==> src/rtl/tjmono2_skid_buf.sv <==
// Two-entry valid/ready buffer with a registered output and registered ready.
// Accepts a word whenever fewer than two are held, so it sustains one word per cycle.
module tjmono2_skid_buf #(
  parameter int unsigned WIDTH = 32
) (
  input  logic             clk_i,
  input  logic             rst_i,
  input  logic             in_valid_i,
  output logic             in_ready_o,
  input  logic [WIDTH-1:0] in_data_i,
  output logic             out_valid_o,
  input  logic             out_ready_i,
  output logic [WIDTH-1:0] out_data_o
);

  logic [WIDTH-1:0] head_q, head_d;
  logic [WIDTH-1:0] tail_q, tail_d;
  logic [1:0]       cnt_q, cnt_d;
  logic             push, pop;

  assign in_ready_o  = (cnt_q != 2'd2);
  assign out_valid_o = (cnt_q != 2'd0);
  assign out_data_o  = head_q;
  assign push        = in_valid_i & in_ready_o;
  assign pop         = out_valid_o & out_ready_i;

  always_comb begin
    head_d = head_q;
    tail_d = tail_q;
    cnt_d  = cnt_q;
    unique case ({push, pop})
      2'b10: begin
        if (cnt_q == 2'd0) begin
          head_d = in_data_i;
        end else begin
          tail_d = in_data_i;
        end
        cnt_d = cnt_q + 2'd1;
      end
      2'b01: begin
        head_d = tail_q;
        cnt_d  = cnt_q - 2'd1;
      end
      2'b11: begin
        if (cnt_q == 2'd2) begin
          head_d = tail_q;
          tail_d = in_data_i;
        end else begin
          head_d = in_data_i;
        end
      end
      default: ;
    endcase
  end

  always_ff @(posedge clk_i or posedge rst_i) begin
    if (rst_i) begin
      head_q <= '0;
      tail_q <= '0;
      cnt_q  <= 2'd0;
    end else begin
      head_q <= head_d;
      tail_q <= tail_d;
      cnt_q  <= cnt_d;
    end
  end

endmodule

==> config.mk <==
export PLATFORM = sky130hd
export DESIGN_NAME = tjmono2_skid_buf
export DESIGN_NICKNAME = d
export VERILOG_FILES = /design/src/rtl/tjmono2_skid_buf.sv
export SDC_FILE = /design/constraint.sdc
export NUM_CORES = 1
export LEC_CHECK = 0
export ABC_AREA = 1
export CAP_MARGIN = 20
export CORE_MARGIN = 5
export CORE_UTILIZATION = 46
export CTS_CLUSTER_SIZE = 40
export DETAILED_ROUTE_END_ITERATION = 10
export PLACE_DENSITY = 0.86
export SLEW_MARGIN = 25
export SYNTH_ARGS = -nofsm -noshare
export SYNTH_HDL_FRONTEND = slang
export SYNTH_SLANG_ARGS = --single-unit
==> constraint.sdc <==
create_clock -name clk_i -period 2 [get_ports clk_i]
set_input_delay 0.4 -clock clk_i [delete_from_list [all_inputs] [get_ports clk_i]]
set_output_delay 0.4 -clock clk_i [all_outputs]
set_load 0.05 [all_outputs]
==> flow_summary.toml <==
[worst_setup_path]
r2r_start = "cnt_q[0]"
slowest_stage = "clkdlybuf4s50_1"
regToRegSetupSlack_ns = 0.20
crit_chain = "clkdlybuf4s50_1"
worst-setup-path-type = "flip-flop to output port"
startpoint_type = "flip-flop"
crit_fanout = 2
critPathArrivalTime_ns = 1.54
cp.required_ns = 1.60
r2r_cells = 12
end_kind = "output port"
path_depth = 1
crit_family = "buffers and inverters"
cp_slowest_stage_delay_ns = 0.82
timing.rr.end = "out_data_o[2]"
crit_buf_inv = 1

[outcome]
status = "finished clean"

[detailed_routing]
ant_nets = 0
drc = 0
wl_per_cell_um = 13.1
viasPerCell = 4.88
first_pass_iters = 5
wl_um = 8060
num_vias = 2994
drtIter0Drc = 264

[synth]
synth_area_um2 = 3270
ys_seq_elements = 66
synthDistinctLibCells = 20
yosysSeqAreaShare_pct = 50.6
syn_nets = 477
syn_area_per_cell_um2 = 7.46
ys_warn_count = 0
syn_inst = 438

[clock_tree]
cts_setup_buffers = 0
cts.htree.levels = 3
tritoncts = "done"
hold_buffers = 0
numCtsBuffers = 9
clk_latency_ns = 0.36
clk_path_buf_depth = 2
cts_root_buf = "clkbuf_8"
cts_sinks = 66
cts_resized = 0
clkTransAtPathRegs_ns = 0.08

[grt]
antenna_found_initial = 0
grt_pass1_vias = 2904
grt_max_degree = 35
grtUsageTotal_pct = 19.8
overflow = 0
grt_pass1_wl_um = 13700

[sta]
maxSlewViolCount = 0
worst_pin_slew_ns = 0.591
fmax_mhz = 514
slew_headroom_pct = 60.5
worst_slack_ns = 0.0554
rsz0062_at_grt = "false"
fin_skew_ns = 0.0105
fin_crit_sh_pct = 97.2
hold_violations = 0
period_needed_ns = 1.94
setup_viol = 0

[finish]
area_growth_pct = 33.6
nets = 552
fin_util_pct = 63.5
antenna_cells = 0
fillers = 571
drive_above_1_share_pct = 10.0

[run]
drv_cap = 0

[die]
core_um2 = 6870
die_height_um = 94.3
start_util_pct = 47.5
die_area_um2 = 8880
io_pins = 70
rows = 30
fp.dieW_um = 94.3

[placement]
place.gp.congestion = 0.876
dp_slack_ns = -0.136
port_buffers = 69
dp_hpwl_um = 5440

[pwr]
p_per_area_nw_per_um2 = 1730
irDropWorstVdd_v = 0.00105
leakage_uw = 0.00229

[worst_hold_path]
hold_path.class = "input pin to async pin"
[area by class of cell]
type                    instances  area (um2)  area share (%)
well taps                      96         120            2.75
multi-input cells             306        1340            30.7
clock buffers                   9         124            2.84
repair buffers                 89         901            20.6
inverters                      41         158            3.61
flip-flops and latches         66        1650            37.9
clock inverters                 7        70.1            1.61
[registers in the layout, indices dropped and copies added (netlist names)]
| register | count |
|---|---|
| tail_q | 32 |
| cnt_q | 2 |
| out_data_o | 32 |
[placed cells by master, fill, tap and decap left out]
cell type	Yosys	routed
buf_4	1	17
nand3_1	1	1
nand2_1	195	194
ha_1	3	3
dfrtp_2	0	1
nor3_1	32	32
a21oi_4	1	1
nor2_1	33	33
clkinv_2	0	3
o211ai_4	1	1
buf_12	0	5
nor2_8	2	2
xnor2_1	1	1
bufinv_16	0	1
inv_1	37	35
dfrtp_1	66	65
clkdlybuf4s50_1	0	66
o21ai_0	1	1
a21oi_1	33	33
xor2_1	1	1
dlymetal6s2s_1	0	1
clkbuf_8	0	9
clkinvlp_4	0	2
clkinv_4	0	2
nand2_2	2	3
inv_2	4	5
[synth_stat cells, drive strengths merged]
library cell | count | area [um2]
inv | 41 | 154
nor3 | 32 | 160
clkbuf | 2 | 7.51
nand2 | 197 | 744
dfrtp | 66 | 1650
o21ai | 1 | 5.00
xor2 | 1 | 8.76
o211ai | 1 | 21.3
nor2 | 35 | 164
buf | 23 | 116
a21oi | 34 | 181
nand3 | 1 | 5.00
xnor2 | 1 | 8.76
ha | 3 | 37.5
[layer usage]
layer	track usage (%)	share of wire (%)
met1	25.6	44
met2	30.9	46
met3	6.33	9.0
met4	7.70	1.5
met5	0	0
[how the worst max path moves through the flow]
stage	startpoint	end	slack, ns
floorplan	cnt_q[1]	tail_q[10]	0.10
global placement	out_ready_i	tail_q[10]	-0.05
detailed placement	out_ready_i	tail_q[0]	-0.14
CTS	out_data_o[27]	out_data_o[27]	0.03
global route	out_data_o[24]	out_data_o[24]	0.006
finish	out_data_o[1]	out_data_o[1]	0.06
[where the power goes]
group	total, uW	internal (uW)	leakage (uW)	switching [uW]
sequential	2240	1960	0.000772	275
clock	1110	572	0.0000990	541
combinational	4220	1440	0.00142	2780
[stage by stage]
stage | power, uW | area (um2) | std cells | hold WS, ns | setup TNS (ns)
2_1_floorplan | 5130 | 3270 | 438 | 0.481 | 0
3_3_place_gp | 6340 | 4160 | 598 | 0.461 | -1.67
3_5_place_dp | 6470 | 4160 | 598 | 0.464 | -5.42
4_1_cts | 7610 | 4360 | 614 | 0.429 | 0
5_1_grt | 8100 | 4360 | 614 | 0.461 | 0
6_report | 7570 | 4360 | 614 | 0.420 | 0
[kinds of logic after synthesis]
family                   Yosys count  share of synthesized area, %
buffers and inverters             66                          8.51
adder cells (fa/ha/maj)            3                          1.15
flip-flops                        66                          50.6
XOR/XNOR                           2                         0.536
AO/OA/AOI/OAI                     36                          6.36
AND/OR/NAND/NOR                  265                          32.9
Note: power is estimated with default switching activity, not from simulation.
